===== src/rtl/exp_normalize_seq_if.sv =====
// Handshake bundle for the FP add/sub normalizer. Upstream carries the raw
// adder result, downstream carries the normalized exponent/mantissa pair.
interface exp_normalize_seq_if #(
  parameter int EXP_W  = 8,
  parameter int MANT_W = 23
);
  // Upstream side
  logic              i_valid;
  logic              o_ready;
  logic              i_sign;
  logic [EXP_W-1:0]  i_exp;
  logic [MANT_W+1:0] i_mant;

  // Downstream side
  logic              o_valid;
  logic              i_ready;
  logic              o_sign;
  logic [EXP_W-1:0]  o_exp;
  logic [MANT_W:0]   o_mant;
  logic              o_zero;
  logic              o_overflow;
  logic              o_underflow;

  modport slave (
    input  i_valid, i_sign, i_exp, i_mant, i_ready,
    output o_ready, o_valid, o_sign, o_exp, o_mant,
           o_zero, o_overflow, o_underflow
  );

  modport master (
    output i_valid, i_sign, i_exp, i_mant, i_ready,
    input  o_ready, o_valid, o_sign, o_exp, o_mant,
           o_zero, o_overflow, o_underflow
  );
endinterface


===== src/rtl/exp_normalize_seq.sv =====
// Sequential normalizer: recombines the greater exponent with the raw adder
// mantissa, shifting one bit per cycle, truncating (rounding is downstream).
module exp_normalize_seq #(
  parameter int EXP_W  = 8,
  parameter int MANT_W = 23
) (
  input logic                  i_clk,
  input logic                  i_rst_n,
  exp_normalize_seq_if.slave   bus
);

  typedef enum logic [1:0] {
    S_IDLE,
    S_SHIFT,
    S_DONE
  } state_t;

  localparam logic [EXP_W-1:0]  EXP_MAX  = '1;
  localparam logic [EXP_W-1:0]  EXP_ONE  = EXP_W'(1);
  localparam logic [MANT_W+1:0] MANT_NIL = '0;

  state_t             r_state;
  logic               r_ready;
  logic               r_valid;
  logic               r_sign;
  logic [EXP_W-1:0]   r_exp;
  logic [MANT_W+1:0]  r_mant;
  logic               r_zero;
  logic               r_overflow;
  logic               r_underflow;

  logic [EXP_W-1:0]   w_exp_inc;
  logic [EXP_W-1:0]   w_exp_dec;
  logic               w_exp_sat;
  logic               w_exp_low;
  logic               w_mant_zero;
  logic               w_carry;
  logic               w_hidden;
  logic               w_accept;

  assign w_exp_inc   = r_exp + EXP_ONE;
  assign w_exp_dec   = r_exp - EXP_ONE;
  // Saturate when the increment would land on (or wrap past) all-ones.
  assign w_exp_sat   = (r_exp >= (EXP_MAX - EXP_ONE));
  assign w_exp_low   = (r_exp <= EXP_ONE);
  assign w_mant_zero = (r_mant == MANT_NIL);
  assign w_carry     = r_mant[MANT_W+1];
  assign w_hidden    = r_mant[MANT_W];
  assign w_accept    = bus.i_valid && r_ready;

  always_ff @(posedge i_clk or negedge i_rst_n) begin
    if (!i_rst_n) begin
      r_state     <= S_IDLE;
      r_ready     <= 1'b0;
      r_valid     <= 1'b0;
      r_sign      <= 1'b0;
      r_exp       <= '0;
      r_mant      <= '0;
      r_zero      <= 1'b0;
      r_overflow  <= 1'b0;
      r_underflow <= 1'b0;
    end else begin
      case (r_state)
        S_IDLE: begin
          r_valid <= 1'b0;
          r_ready <= 1'b1;
          // r_ready gates acceptance so nothing is taken in the first cycle after reset.
          if (w_accept) begin
            r_ready     <= 1'b0;
            r_sign      <= bus.i_sign;
            r_exp       <= bus.i_exp;
            r_mant      <= bus.i_mant;
            r_zero      <= 1'b0;
            r_overflow  <= 1'b0;
            r_underflow <= 1'b0;
            r_state     <= S_SHIFT;
          end
        end

        S_SHIFT: begin
          if (w_mant_zero) begin
            r_exp   <= '0;
            r_zero  <= 1'b1;
            r_valid <= 1'b1;
            r_state <= S_DONE;
          end else if (w_carry) begin
            if (w_exp_sat) begin
              r_exp      <= EXP_MAX;
              r_mant     <= '0;
              r_overflow <= 1'b1;
            end else begin
              r_exp  <= w_exp_inc;
              r_mant <= r_mant >> 1;
            end
            r_valid <= 1'b1;
            r_state <= S_DONE;
          end else if (w_hidden) begin
            // A normal mantissa can't carry a zero exponent; bump it to the minimum.
            if (r_exp == '0) begin
              r_exp <= EXP_ONE;
            end
            r_valid <= 1'b1;
            r_state <= S_DONE;
          end else if (w_exp_low) begin
            r_exp       <= '0;
            r_underflow <= 1'b1;
            r_valid     <= 1'b1;
            r_state     <= S_DONE;
          end else begin
            r_mant <= r_mant << 1;
            r_exp  <= w_exp_dec;
          end
        end

        S_DONE: begin
          if (bus.i_ready) begin
            r_valid <= 1'b0;
            r_ready <= 1'b1;
            r_state <= S_IDLE;
          end
        end

        default: begin
          r_valid <= 1'b0;
          r_ready <= 1'b0;
          r_state <= S_IDLE;
        end
      endcase
    end
  end

  assign bus.o_ready     = r_ready;
  assign bus.o_valid     = r_valid;
  assign bus.o_sign      = r_sign;
  assign bus.o_exp       = r_exp;
  assign bus.o_mant      = r_mant[MANT_W:0];
  assign bus.o_zero      = r_zero;
  assign bus.o_overflow  = r_overflow;
  assign bus.o_underflow = r_underflow;

endmodule


===== src/flat_wrapper.sv =====
// flat-port wrapper written by rule: the top's interface ports become plain ports
module exp_normalize_seq_flat 
#(
  parameter int EXP_W  = 8,
  parameter int MANT_W = 23
)
  (i_clk, i_rst_n, bus_i_valid, bus_i_sign, bus_i_exp, bus_i_mant, bus_i_ready, bus_o_ready, bus_o_valid, bus_o_sign, bus_o_exp, bus_o_mant, bus_o_zero, bus_o_overflow, bus_o_underflow);
  exp_normalize_seq_if #(.EXP_W(EXP_W), .MANT_W(MANT_W)) bus_i ();
  input logic i_clk;
  input logic i_rst_n;
  input wire logic [$bits(bus_i.i_valid)-1:0] bus_i_valid;
  input wire logic [$bits(bus_i.i_sign)-1:0] bus_i_sign;
  input wire logic [$bits(bus_i.i_exp)-1:0] bus_i_exp;
  input wire logic [$bits(bus_i.i_mant)-1:0] bus_i_mant;
  input wire logic [$bits(bus_i.i_ready)-1:0] bus_i_ready;
  output wire logic [$bits(bus_i.o_ready)-1:0] bus_o_ready;
  output wire logic [$bits(bus_i.o_valid)-1:0] bus_o_valid;
  output wire logic [$bits(bus_i.o_sign)-1:0] bus_o_sign;
  output wire logic [$bits(bus_i.o_exp)-1:0] bus_o_exp;
  output wire logic [$bits(bus_i.o_mant)-1:0] bus_o_mant;
  output wire logic [$bits(bus_i.o_zero)-1:0] bus_o_zero;
  output wire logic [$bits(bus_i.o_overflow)-1:0] bus_o_overflow;
  output wire logic [$bits(bus_i.o_underflow)-1:0] bus_o_underflow;
  assign bus_i.i_valid = bus_i_valid;
  assign bus_i.i_sign = bus_i_sign;
  assign bus_i.i_exp = bus_i_exp;
  assign bus_i.i_mant = bus_i_mant;
  assign bus_i.i_ready = bus_i_ready;
  assign bus_o_ready = bus_i.o_ready;
  assign bus_o_valid = bus_i.o_valid;
  assign bus_o_sign = bus_i.o_sign;
  assign bus_o_exp = bus_i.o_exp;
  assign bus_o_mant = bus_i.o_mant;
  assign bus_o_zero = bus_i.o_zero;
  assign bus_o_overflow = bus_i.o_overflow;
  assign bus_o_underflow = bus_i.o_underflow;
  exp_normalize_seq #(.EXP_W(EXP_W), .MANT_W(MANT_W)) u_core (.i_clk(i_clk), .i_rst_n(i_rst_n), .bus(bus_i));
endmodule

===== config.mk =====
export PLATFORM = sky130hd
export DESIGN_NAME = exp_normalize_seq_flat
export DESIGN_NICKNAME = d
export VERILOG_FILES = /design/src/rtl/exp_normalize_seq_if.sv /design/src/rtl/exp_normalize_seq.sv /design/src/flat_wrapper.sv
export SDC_FILE = /design/constraint.sdc
export NUM_CORES = 1
export LEC_CHECK = 0
export ABC_AREA = 1
export ABC_CLOCK_PERIOD_IN_PS = 2450
export CAP_MARGIN = 20
export CORE_ASPECT_RATIO = 1.2
export CORE_MARGIN = 4
export CORE_UTILIZATION = 30
export DETAILED_ROUTE_END_ITERATION = 16
export RECOVER_POWER = 25
export SKIP_CTS_REPAIR_TIMING = 1
export SYNTH_ARGS = -nofsm -noshare
export SYNTH_HDL_FRONTEND = slang
export SYNTH_SLANG_ARGS = --single-unit
export TNS_END_PERCENT = 50

===== constraint.sdc =====
create_clock -name i_clk -period 2.45 [get_ports i_clk]
set_clock_uncertainty 0.15 [all_clocks]
set_input_delay 0.735 -clock i_clk [delete_from_list [all_inputs] [get_ports i_clk]]
set_output_delay 0.735 -clock i_clk [all_outputs]
set_load 0.01 [all_outputs]

### After elaboration in Yosys (flattened, before gate mapping)

Index checks and enable logic that the tools add are counted.

* bits in registers: 41
* bits in latches: 0
* memory bits (writable): 0
* memory bits (read-only): 0
* bits of input ports: 38
* output and inout bits: 38
* logic and storage cells: 87
* memories kept: 0

* add/subtract/negate cells: 2
* $mul: 0
* div/mod/pow operators: 0
* $lt $le $gt $ge: 2
* eq/ne operators: 15
* shift-type cells: 0
* multiplexer cells: 42
* bitwise operators: 1
* reduce and logical (&&, ||, !) cells: 15

Operators by type and width (number)
* 25-bit 2-to-1 mux: 4
* 8-bit 2-to-1 mux: 7
* 25-bit case mux with 2 select lines: 1
* 24-bit 2-to-1 mux: 2
* 25-bit zero test: 1
* 8-bit case mux with 2 select lines: 1
* 1-bit 2-to-1 mux: 15
* 2-bit 2-to-1 mux: 6
* 3-bit AND reduction: 4
* 2-bit by 1-bit inequality test with 1-bit output (second input constant): 5
* 5-bit AND reduction: 2
* 8-bit by 1-bit adder with 8-bit output (second input constant): 1
* 8-bit greater-or-equal comparator (second input constant): 1
* 8-bit by 1-bit less-or-equal comparator with 1-bit output (second input constant): 1
* 8-bit zero test: 1
* 2-bit inequality test (second input constant): 4
* 1-bit case mux with 2 select lines: 4
* 8-bit by 1-bit subtractor with 8-bit output (second input constant): 1
* 3-bit by 2-bit inequality test with 1-bit output (second input constant): 2
* 2-bit case mux with 3 select lines: 1
* 2-bit AND reduction: 3
* 6-bit AND reduction: 1
* 5-bit by 1-bit inequality test with 1-bit output (second input constant): 1
* 5-bit by 4-bit inequality test with 1-bit output (second input constant): 1
* 7 further kinds: 7

### Depth between registers and ports, before layout

Gate-level depths: netlist of the first run.

* word-level depth: 6
* gate-level depth with buffers: 14
* depth with buffers taken out: 13

### Worst setup path before layout of the first run

No wires, ideal clock.

* kind: register to register
* start point: reg u_core.r_exp[0] (netlist: u_core.bus.o_exp[0])
* end point: reg u_core.r_mant[19]
* setup time: 0.064 ns
* arrival: 1.702 ns
* required time: 2.236 ns
* setup slack: 0.534 ns
* stages on the path, launching flop included: 15
* path buffers: 1
* period minus slack after synthesis: 1.916 ns
* path through: dfrtp_1 -> inv_1 -> ha_1 -> inv_1 -> nand2_1 -> nand2_1 -> nor2_1 -> nor2_2 -> buf_4 -> nand2_1 -> nand2_1 -> nand2_1 -> nand2_1 -> nand3_2 -> nand2_2

* longest elaborated chain between the ends: 5
* elaborated cells on any way between the ends: 8
* those cells by class: 2 x order compare; 1 x eq/ne; 4 x mux; 1 x reduce/logical

RTL lines
* start: declaration: RTL line exp_normalize_seq.sv:26 `logic [EXP_W-1:0] r_exp;`
* start signal: assignment: RTL line exp_normalize_seq.sv:71 `r_exp <= bus.i_exp;`
* start signal: assignment: RTL line exp_normalize_seq.sv:92 `r_exp <= w_exp_inc;`
* start signal: assignment: RTL line exp_normalize_seq.sv:111 `r_exp <= w_exp_dec;`
* 8-bit greater-or-equal comparator: RTL line exp_normalize_seq.sv:44 `assign w_exp_sat = (r_exp >= (EXP_MAX - EXP_ONE));`
* 24-bit 2-to-1 mux: RTL line exp_normalize_seq.sv:87 `if (w_exp_sat) begin`
* 25-bit 2-to-1 mux: RTL line exp_normalize_seq.sv:86 `end else if (w_carry) begin`
* 25-bit 2-to-1 mux: RTL line exp_normalize_seq.sv:81 `if (w_mant_zero) begin`
* 25-bit case mux with 2 select lines: RTL line exp_normalize_seq.sv:63 `case (r_state)`
* end signal: assignment: RTL line exp_normalize_seq.sv:72 `r_mant <= bus.i_mant;`
* end signal: assignment: RTL line exp_normalize_seq.sv:93 `r_mant <= r_mant >> 1;`
* end signal: assignment: RTL line exp_normalize_seq.sv:110 `r_mant <= r_mant << 1;`
* end: declaration: RTL line exp_normalize_seq.sv:27 `logic [MANT_W+1:0] r_mant;`

Several ways; a longest one is shown, not always the timed one. The select of a mux whose other input is x is not followed.
A chain may end at the register's enable or synchronous reset.

### Worst setup path after layout of the first run

* start point: reg u_core.r_exp[5] (netlist: u_core.bus.o_exp[5])
* end point: out bus_o_exp[5]

RTL lines
* end: declaration: RTL line flat_wrapper.sv:19 `output wire logic [$bits(bus_i.o_exp)-1:0] bus_o_exp;`

No word-level cell between the ends.

==> results of run 1 <==
[stage by stage]
step                hold slack [ns]  cells  power [mW]  utilization
floorplan                    0.2894    519       3.826            -
global placement             0.3141    696       4.720       0.3692
detailed placement           0.3252    696       4.787       0.3692
CTS                          0.2061    704       5.459       0.3822
global route                 0.3491    704       5.910       0.3815
finish                       0.3435    704       5.406       0.3815
[cell type report]
class | instances | share of cell area
clock buffers | 6 | 0.03061
clock inverters | 2 | 0.003566
inverters | 37 | 0.03358
multi-input cells | 395 | 0.4395
flip-flops and latches | 41 | 0.2437
well taps | 132 | 0.03923
repair buffers | 91 | 0.2098
[per-layer routing]
metal	share of wire	vias to the layer above	routed length, um
met5	0	-	0
met4	0.013	0	122
met3	0.044	10	422
met2	0.51	95	4934
met1	0.43	1505	4150
li1	-	1679	-
[where the power goes]
part	leakage (nW)	switching, mW	total, mW	internal, mW
logic	1.54	1.91	3.30	1.40
registers	0.507	0.454	1.44	0.989
clock network	0.0631	0.281	0.660	0.378
total	2.11	2.64	5.41	2.76
[how the worst max path moves through the flow]
stage | endpoint | cells after the start
final | bus_o_exp[5] | 1
after global routing | u_core.r_mant[21] | 10
after CTS | bus_o_exp[6] | 1
after detailed placement | u_core.r_mant[19] | 8
after global placement | u_core.r_mant[19] | 8
after floorplan | u_core.r_mant[19] | 14
[registers in the layout, indices dropped and copies added, names as in the netlist]
| signal | cells |
|---|---|
| u_core.bus.o_ready | 1 |
| u_core.r_state | 2 |
| u_core.bus.o_sign | 1 |
| u_core.bus.o_overflow | 1 |
| u_core.bus.o_valid | 1 |
| u_core.bus.o_underflow | 1 |
| u_core.bus.o_exp | 8 |
| u_core.r_mant | 25 |
| u_core.bus.o_zero | 1 |
[cell usage after synthesis (all sizes together)]
master,instances
xnor2,1
xor2,2
ha,5
dfrtp,41
inv,37
buf,43
or2,4
nand3,50
o211ai,1
nand2,236
nand3b,1
a21oi,12
o21ai,12
nand4,5
nor2,65
o31ai,1
clkbuf,3
[logic make-up (layout without fill, tap and decap cells)]
kind of cell,Yosys count,count (layout),synth area share
buffers and inverters,83,136,0.1496
AND/OR/NAND/NOR,361,361,0.4761
AO/OA/AOI/OAI,26,26,0.04443
adder cells (fa/ha/maj),5,5,0.01851
flip-flops,41,41,0.3036
XOR/XNOR,3,3,0.007776
==> run summary, run 1 <==
pre-CTS setup slack -> 0.1562 ns
Hold Path End -> u_core.bus.o_valid
worst min path class -> flip-flop to flip-flop
post-synthesis average cell area -> 6.512 sq um
design area -> 0.004210 sq mm
commonest non-fill, non-tap cell in the layout -> nand2_1
RR Endpoint -> u_core.r_mant[19]
R2R cell count -> 10
crit path from -> u_core.bus.o_exp[5]
starting density of the core -> 0.3062
I/O Buffers -> 75
total die area -> 0.01303 sq mm
Fin. Hold Viols -> 0
clk sink count -> 41
max incr delay on CP -> 0.60 ns
max_cap viols -> 0
Max Root-Sink Buffers -> 2
Post-Route WL -> 9630 um
GPL Wtd Cong -> 0.8950
critical path endpoint category -> output pin
Peak Freq -> 0.4356 GHz
via count -> 3289
routing usage on met3 -> 0.02333
maximum vdd drop -> 430.4 uV
via-per-instance ratio -> 4.672
# rows -> 42
cell count after synthesis -> 519
LEAKAGE -> 2.112 nW
Netlist cell types -> 32
setup ws final -> 0.1544 ns
start point of the worst hold path -> u_core.bus.o_valid
slew margin rel. -> 0.4897
register area -> 0.001026 sq mm
reg2reg setup slack -> 0.31 ns
share of cells above drive strength 1 -> 0.1101
CP Cell Sequence -> clkdlybuf4s50_1
cell area after technology mapping -> 0.003379 sq mm
GR peak layer -> met2
final period utilization -> 0.9370
placement-stage cell area -> 0.004074 sq mm
DRC viols -> 0
first-pass GRT wire length -> 16000 um
min Tclk post-route -> 2.296 ns
status -> completed
multi-input logic area -> 0.001851 sq mm
RSZ-0062 raised after global routing -> false
Min-Delay Path Depth -> 2
TNS Setup -> 0 ns
CTS tree -> built
Ant. Diodes -> 0
Core ar. -> 0.01104 sq mm
kind of critical path -> flip-flop to output pin
Reg clk slew, reported paths -> 0.06 ns
Fill cells -> 1174
H-Tree Depth -> 2
# IOs -> 76
crit-path max FO -> 9
initial antenna violation count -> 0
Yosys top cell area share -> 0.3036
final setup vio count -> 0
final net count -> 614
antenna-violating nets left -> 0
DRT Pass-1 Iters -> 4
met2 usage in global routing -> 0.2611
Slew @ Worst Pin -> 0.7654 ns
Syn-to-layout area delta -> 24.58%
WL/cell -> 13.68 um
CP max stage cell -> clkdlybuf4s50_1
Iter 0 DRT Violations -> 182
number of global-route vias before repair -> 3248
Die Y -> 124.3 um
largest net degree at the start of global routing -> 29
max-slew violations -> 0
latest clock arrival within the worst-skew pair -> 0.28 ns
Detailed Place HPWL -> 7181 um
CP bufs+invs -> 1
TritonCTS buffer count -> 5
Root Buffer -> clkbuf_16
total congestion overflow -> 0
CP Launch Type -> flip-flop
commonest non-fill, non-tap cells in the layout -> nand2_1, clkdlybuf4s50_1, nor2_1
Yosys reg bits -> 41
delay-heaviest family, CP -> buffers and inverters
RR Startpoint -> u_core.bus.o_exp[1]
Seq/Total Area, Yosys -> 0.3036
YS warnings -> 0
top post-synthesis cells by area -> dfrtp_1, nand2_1, nor2_1, buf_4, nand3_2
gr usage total -> 0.1474
WP data arrival -> 1.41 ns
area leader, netlist -> dfrtp_1
worst path required time -> 1.56 ns
syn nets -> 562
die width -> 104.9 um
PwrDens -> 1284 mW/mm^2
M1 GR Usage -> 0.1837
Power figures use the tool's default switching activity.
==> run 2: changes to the inputs <==
Settings changed: CTS_BUF_LIST from default to sky130_fd_sc_hd__clkbuf_2, SLEW_MARGIN from default to 10.
==> run 2 against run 1 <==
Net effect:
- setup slack worse by 0.094 ns
- via count grew 0.43%
- utilization fell by 0.63 points
- clock power decreased by 51%
- non-clock buffer count unchanged
- first-iteration DRC count up 7.7%
- largest cell class unchanged
- highest routed layer unchanged
==> run summary, run 2 (synthesized netlist as in run 1, its figures left out) <==
starting density of the core -> 0.3062
RR Endpoint -> u_core.r_mant[20]
Ant. Diodes -> 0
Peak Freq -> 0.4185 GHz
initial antenna violation count -> 0
max reg flops -> 25
PnR Total Power -> 5.098 mW
worst path required time -> 1.56 ns
H-Tree Depth -> 2
commonest non-fill, non-tap cell in the layout -> nand2_1
multi-input logic area -> 0.001851 sq mm
final setup vio count -> 0
via-per-instance ratio -> 4.692
Sw Pwr -> 2.613 mW
final period utilization -> 0.9753
crit-path max FO -> 5
PwrDens -> 1231 mW/mm^2
DRT Pass-1 Iters -> 5
Sw Ratio -> 0.5125
max incr delay on CP -> 0.58 ns
crit path from -> u_core.r_mant[12]
Syn-to-layout area delta -> 22.51%
max-slew violations -> 0
commonest non-fill, non-tap cells in the layout -> nand2_1, clkdlybuf4s50_1, nor2_1
latest clock arrival within the worst-skew pair -> 0.43 ns
DRC viols -> 0
Reg clk slew, reported paths -> 0.25 ns
slew margin rel. -> 0.2997
Layout Utilization -> 0.3752
clk sink count -> 41
GPL Wtd Cong -> 0.8950
Top reg by flops -> u_core.r_mant
register area -> 0.001051 sq mm
max_cap viols -> 0
Post-Route WL -> 9655 um
CP Launch Type -> flip-flop
reg2reg setup slack -> 0.35 ns
# IOs -> 76
WP data arrival -> 1.50 ns
critical path endpoint category -> output pin
Detailed Place HPWL -> 7181 um
status -> completed
Iter 0 DRT Violations -> 196
Die Y -> 124.3 um
share of power burned in registers -> 0.288
I/O Buffers -> 75
Fill cells -> 1198
CP Cell Sequence -> clkdlybuf4s50_1
largest net degree at the start of global routing -> 29
placement-stage cell area -> 0.004074 sq mm
share of cells above drive strength 1 -> 0.1451
total die area -> 0.01303 sq mm
maximum vdd drop -> 410.6 uV
antenna-violating nets left -> 0
kind of critical path -> flip-flop to output pin
LEAKAGE -> 2.068 nW
CP bufs+invs -> 1
gr usage total -> 0.1474
final net count -> 614
first-pass GRT wire length -> 15990 um
number of global-route vias before repair -> 3247
min Tclk post-route -> 2.389 ns
WL/cell -> 13.71 um
Core ar. -> 0.01104 sq mm
RR Startpoint -> u_core.bus.o_exp[1]
TritonCTS buffer count -> 5
power share of the combinational group -> 0.648
R2R cell count -> 10
# rows -> 42
Root Buffer -> clkbuf_2
Fin. Hold Viols -> 0
delay-heaviest family, CP -> buffers and inverters
Int Pwr -> 2.486 mW
Slew @ Worst Pin -> 1.050 ns
Max Root-Sink Buffers -> 2
total congestion overflow -> 0
CP max stage cell -> clkdlybuf4s50_1
design area -> 0.004140 sq mm
die width -> 104.9 um
Clk pwr share -> 0.064
CTS tree -> built
worst min path class -> input port to async pin
via count -> 3303
[run 2: cell count changes in the layout (fill, tap and decap cells not counted), sizes merged]
cell	previous run	this run
dlymetal6s2s	0	2
clkdlybuf4s50	74	72
[run 2: how the worst max path moves through the flow]
stage,slack [ns],cells past startpoint,to
CTS,-0.06,1,bus_o_exp[6]
detailed placement,0.16,8,u_core.r_mant[19]
floorplan,0.53,14,u_core.r_mant[19]
global route,-0.009,1,bus_o_mant[16]
global placement,0.19,8,u_core.r_mant[19]
finish,0.06,1,bus_o_mant[12]
[run 2: power by group through the flow]
| stage | clock [mW] | sequential [mW] | combinational (mW) |
|---|---|---|---|
| after global routing | 0.363 | 1.53 | 3.71 |
| after global placement | 0 | 1.45 | 3.27 |
| after CTS | 0.334 | 1.44 | 3.35 |
| final | 0.325 | 1.47 | 3.30 |
| after floorplan | 0 | 1.33 | 2.50 |
| after detailed placement | 0 | 1.45 | 3.34 |
[run 2: metrics by stage]
stage | std cells | setup TNS (ns) | setup WS [ns] | hold WS (ns)
final | 704 | 0 | 0.06060 | 0.1735
after global routing | 704 | -0.008731 | -0.008731 | 0.2100
after CTS | 704 | -0.1324 | -0.05898 | 0.01137
after detailed placement | 696 | 0 | 0.1562 | 0.3252
after global placement | 696 | 0 | 0.1883 | 0.3141
after floorplan | 519 | 0 | 0.5340 | 0.2894
[run 2: area by class of cell]
type	count	share of cell area
Clock buffer	6	0.007253
Tap cell	132	0.03989
Inverter	37	0.03415
Timing Repair Buffer	91	0.2143
Clock inverter	2	0.003626
Sequential cell	41	0.2539
Multi-Input combinational cell	395	0.4470
[run 2: routing by layer]
metal	vias up	global-route usage	wire, um
li1	1677	-	-
met1	1518	0.1846	4084
met5	-	0	0
met2	98	0.2592	4924
met3	10	0.02333	535
met4	0	0.04402	111
==> run 3: changes to the inputs <==
Settings changed: CORE_UTILIZATION 30 to 45, PLACE_DENSITY from default to 0.73.
==> run 3 against run 2 <==
Net effect:
- critical path depth unchanged
- worst hold slack gained 0.14 ns
- non-clock buffer count is 5 higher
- count of clock-buffer cells in the layout fell by 1
- critical endpoint is now bus_o_mant[18]
- final area hardly changed
- final cell count shrank 5.3%
- combinational power is 3% higher
- total power increased by 1.3%
- largest power group unchanged
- setup slack gained 0.025 ns
- via count rose by 1.9%
- wire length down 8.0%
==> run summary, run 3 (synthesized netlist as in run 1, its figures left out) <==
GPL Wtd Cong -> 0.8850
Fin. Hold Viols -> 0
placed insts -> 652
reg2reg setup slack -> 0.21 ns
initial antenna violation count -> 0
final net count -> 619
Critical Path End -> bus_o_mant[18]
DRT Pass-1 Iters -> 5
slew margin rel. -> 0.3147
Detailed Place HPWL -> 6358 um
Syn-to-layout area delta -> 22.44%
starting density of the core -> 0.4646
RR Startpoint -> u_core.bus.o_exp[0]
first-pass GRT wire length -> 14550 um
status -> completed
Final Non-Filler Cells -> 667
Max Root-Sink Buffers -> 2
max_cap viols -> 0
worst min path class -> input port to async pin
Iter 0 DRT Violations -> 146
Post-Route WL -> 8878 um
pre-CTS setup slack -> 0.1744 ns
LEAKAGE -> 2.134 nW
met2 WL -> 4512 um
# IOs -> 76
commonest non-fill, non-tap cell in the layout -> nand2_1
total die area -> 0.008966 sq mm
WL met1 -> 3742 um
antenna-violating nets left -> 0
latest clock arrival within the worst-skew pair -> 0.46 ns
CP bufs+invs -> 1
clk sink count -> 41
TritonCTS buffer count -> 5
Crit. path cell count -> 1
number of global-route vias before repair -> 3208
TNS Setup -> 0 ns
PwrDens -> 1249 mW/mm^2
commonest non-fill, non-tap cells in the layout -> nand2_1, clkdlybuf4s50_1, nor2_1
crit-path max FO -> 4
Ant. Diodes -> 0
wire length on met3 -> 493 um
# rows -> 34
Top reg by flops -> u_core.r_mant
via count -> 3367
critical path endpoint category -> output pin
Die Y -> 102.9 um
gr usage total -> 0.1993
Max Used Layer -> met4
Slew @ Worst Pin -> 1.028 ns
min Tclk post-route -> 2.365 ns
H-Tree Depth -> 2
final period utilization -> 0.9653
worst path required time -> 1.56 ns
I/O Buffers -> 75
max incr delay on CP -> 0.54 ns
CP Launch Type -> flip-flop
delay-heaviest family, CP -> buffers and inverters
R2R cell count -> 11
crit path from -> u_core.r_mant[18]
CTS tree -> built
Reg clk slew, reported paths -> 0.29 ns
total congestion overflow -> 0
maximum vdd drop -> 605.7 uV
kind of critical path -> flip-flop to output pin
hold slack -> 0.3139 ns
via-per-instance ratio -> 5.048
RR Endpoint -> u_core.r_mant[19]
CP Cell Sequence -> clkdlybuf4s50_1
final setup vio count -> 0
WL/cell -> 13.31 um
Root Buffer -> clkbuf_2
max reg flops -> 25
share of cells above drive strength 1 -> 0.1525
die width -> 87.11 um
largest net degree at the start of global routing -> 42
DRC viols -> 0
Peak Freq -> 0.4229 GHz
CP max stage cell -> clkdlybuf4s50_1
setup ws final -> 0.08512 ns
WP data arrival -> 1.48 ns
Core ar. -> 0.007274 sq mm
max-slew violations -> 0
-- run 3: worst min path at each step --
stage	start	endpoint	slack, ns	depth (start not counted)
6_report	i_rst_n	u_core.bus.o_ready	0.31	2
2_1_floorplan	i_rst_n	u_core.bus.o_exp[0]	0.29	0
5_1_grt	u_core.r_state[0]	u_core.bus.o_ready	0.36	1
3_5_place_dp	u_core.bus.o_valid	u_core.bus.o_valid	0.32	2
3_3_place_gp	u_core.bus.o_valid	u_core.bus.o_valid	0.31	2
4_1_cts	i_rst_n	u_core.bus.o_ready	0.16	2
-- run 3: report_power, final --
| part | leakage, nW | internal, mW | switching, mW | total (mW) |
|---|---|---|---|---|
| sequential | 0.488 | 1.01 | 0.402 | 1.41 |
| combinational | 1.62 | 1.45 | 1.96 | 3.41 |
| clock | 0.0296 | 0.0758 | 0.265 | 0.341 |
| total | 2.13 | 2.54 | 2.63 | 5.17 |
-- run 3: layer usage --
| layer | GRT usage | vias to the layer above |
|---|---|---|
| met5 | 0 | - |
| met4 | 0.07202 | 0 |
| met3 | 0.03437 | 16 |
| met2 | 0.3495 | 112 |
| met1 | 0.2450 | 1550 |
| li1 | - | 1689 |
-- run 3: area by class of cell --
cell class,instances,area [sq um]
Timing Repair Buffer,96,935.9
Clock buffer,5,25.02
Fill cell,740,3137
Tap cell,90,112.6
Multi-Input combinational cell,395,1851
Sequential cell,41,1047
Inverter,37,141.4
Clock inverter,3,25.02
-- run 3: stage by stage --
| stage | area (sq um) | util | power (mW) |
|---|---|---|---|
| after floorplan | 3379 | - | 3.826 |
| after global placement | 4006 | 0.5507 | 4.643 |
| after detailed placement | 4006 | 0.5507 | 4.728 |
| after CTS | 4056 | 0.5576 | 5.076 |
| after global routing | 4138 | 0.5688 | 5.648 |
| final | 4138 | 0.5688 | 5.166 |
==> variant: new RTL, flow settings as in run 1 <==
`MANT_W` is set to 23 in 3 places; all go to 31.
--- a/src/rtl/exp_normalize_seq_if.sv
+++ b/src/rtl/exp_normalize_seq_if.sv
@@ -4,3 +4,3 @@
   parameter int EXP_W  = 8,
-  parameter int MANT_W = 23
+  parameter int MANT_W = 31
 );
--- a/src/rtl/exp_normalize_seq.sv
+++ b/src/rtl/exp_normalize_seq.sv
@@ -4,3 +4,3 @@
   parameter int EXP_W  = 8,
-  parameter int MANT_W = 23
+  parameter int MANT_W = 31
 ) (
--- a/src/flat_wrapper.sv
+++ b/src/flat_wrapper.sv
@@ -4,3 +4,3 @@
   parameter int EXP_W  = 8,
-  parameter int MANT_W = 23
+  parameter int MANT_W = 31
 )
Ports: changed (resized bus_i_mant and bus_o_mant); port bits go from 76 to 92. No check against the original RTL was run, so the function may have changed too.
==> variant against run 1 <==
Register-to-register slack improved by 0.02 ns; cell area increased by 12%; total power grew 14%; sequential power is 14% higher; wire length is 15% higher; worst hold slack better by 0.0031 ns; critical endpoint is now bus_o_exp[2]; area after synthesis grew 7.7%; sequential cell count is 8 higher; non-clock buffer count rose by 23; setup slack got worse by 0.0054 ns; global-route usage increased by 1.6 points.
==> variant: results (changes against run 1) <==
| Metric | Value |
|---|---|
| First-pass DRT Iterations | 5 (+1) |
| IO buf count | 91 (+21%) |
| Final HPWL DP | 8110 µm (+13%) |
| First-pass GRT wire length | 18300 µm (+15%) |
| FF-to-FF Start | u_core.bus.o_exp[0]$_DFFE_PN0P_ |
| Hold path start | u_core.bus.o_sign$_DFFE_PN0P_ |
| Gr usage total | 16.4% (+1.6 points) |
| Iteration-0 DRC Markers | 257 (+41%) |
| Hold endpoint | u_core.bus.o_sign$_DFFE_PN0P_ |
| Register area share after synthesis | 33.7% (+3.3 points) |
| Worst flop-to-flop path endpoint | u_core.bus.o_exp[7]$_DFFE_PN0P_ |
| Ratio of cells with drive above 1 in the final layout | 7.50% (-3.5 points) |
| Total Nets Final | 690 (+12%) |
| WL per Instance | 13.9 µm (+1.4%) |
| DR vias | 3815 (+16%) |
| R2R setup slack | 0.33 ns (+0.02 ns) |
| Peak VDD IR | 0.423 mV (-1.6%) |
| Switching Share | 47.8% (-1.1 points) |
| DP Cell Count | 789 (+13%) |
| Filler cells | 1287 (+9.6%) |
| Max reg flops | 33 (+32%) |
| Outcome | finished clean |
| Post-synthesis cell count | 573 (+10%) |
| Leakage | 2.33 nW (+10%) |
| Total Routed Length | 11100 µm (+15%) |
## variant: worst min-delay path, cell delays in order (launching register included)
cell	delay (ns)
dfrtp_1	0.35
nand2_1	0.05
nand2_1	0.06
## variant: routing by layer
layer	GRT usage (%)	part of all wire [%]	up-vias
met3	2.71	5.4	24
met1	20.6	44	1747
met5	0	0	-
li1	-	-	1906
met2	27.0	47	138
met4	8.17	3.5	0
## variant: how the worst max path moves through the flow
stage | startpoint | endpoint | slack [ns]
4_1_cts | u_core.bus.o_exp[0]$_DFFE_PN0P_ | u_core.r_mant[29]$_DFFE_PN0P_ | 0.07
2_1_floorplan | u_core.bus.o_exp[0]$_DFFE_PN0P_ | u_core.r_mant[2]$_DFFE_PN0P_ | 0.52
6_report | u_core.bus.o_exp[2]$_DFFE_PN0P_ | bus_o_exp[2] | 0.15
5_1_grt | u_core.bus.o_exp[0]$_DFFE_PN0P_ | u_core.bus.o_exp[5]$_DFFE_PN0P_ | 0.1
3_3_place_gp | bus_i_valid | u_core.bus.o_exp[7]$_DFFE_PN0P_ | 0.15
3_5_place_dp | u_core.bus.o_exp[0]$_DFFE_PN0P_ | u_core.bus.o_valid$_DFFE_PN0P_ | 0.08
## variant: cell families after synthesis
kind of cell,count (synthesis),share of synthesized area (%)
adders and majority gates,5,1.72
DFF,49,33.7
buffers and inverters,88,13.6
AOI/OAI and AO/OA,25,3.82
and+or+nand+nor,403,46.5
xor gates and xnor gates,3,0.722
## variant: metrics by stage
step / setup slack, ns / cell area, µm² / hold WS (ns)
after detailed placement: 0.0795 / 4560 / 0.337
after CTS: 0.0698 / 4720 / 0.277
after global placement: 0.150 / 4560 / 0.317
after global routing: 0.0966 / 4720 / 0.372
final: 0.149 / 4720 / 0.347
after floorplan: 0.520 / 3640 / 0.289
## variant: power groups by stage
stage / registers, W / clock network (W) / logic [W]
2_1_floorplan: 0.00164 / 0 / 0.00254
3_3_place_gp: 0.00165 / 0 / 0.00372
3_5_place_dp: 0.00166 / 0 / 0.00378
4_1_cts: 0.00165 / 0.000769 / 0.00379
5_1_grt: 0.00171 / 0.000790 / 0.00425
6_report: 0.00164 / 0.000738 / 0.00376
## variant: layout make-up
| type | instances | area (µm²) | area share [%] |
|---|---|---|---|
| well taps | 157 | 196 | 4.16 |
| clock buffers | 7 | 153 | 3.23 |
| repair buffers | 114 | 1090 | 23.1 |
| inverters | 33 | 126 | 2.68 |
| flip-flops and latches | 49 | 1230 | 26.0 |
| clock inverters | 1 | 5.00 | 0.106 |
| multi-input cells | 436 | 1920 | 40.8 |
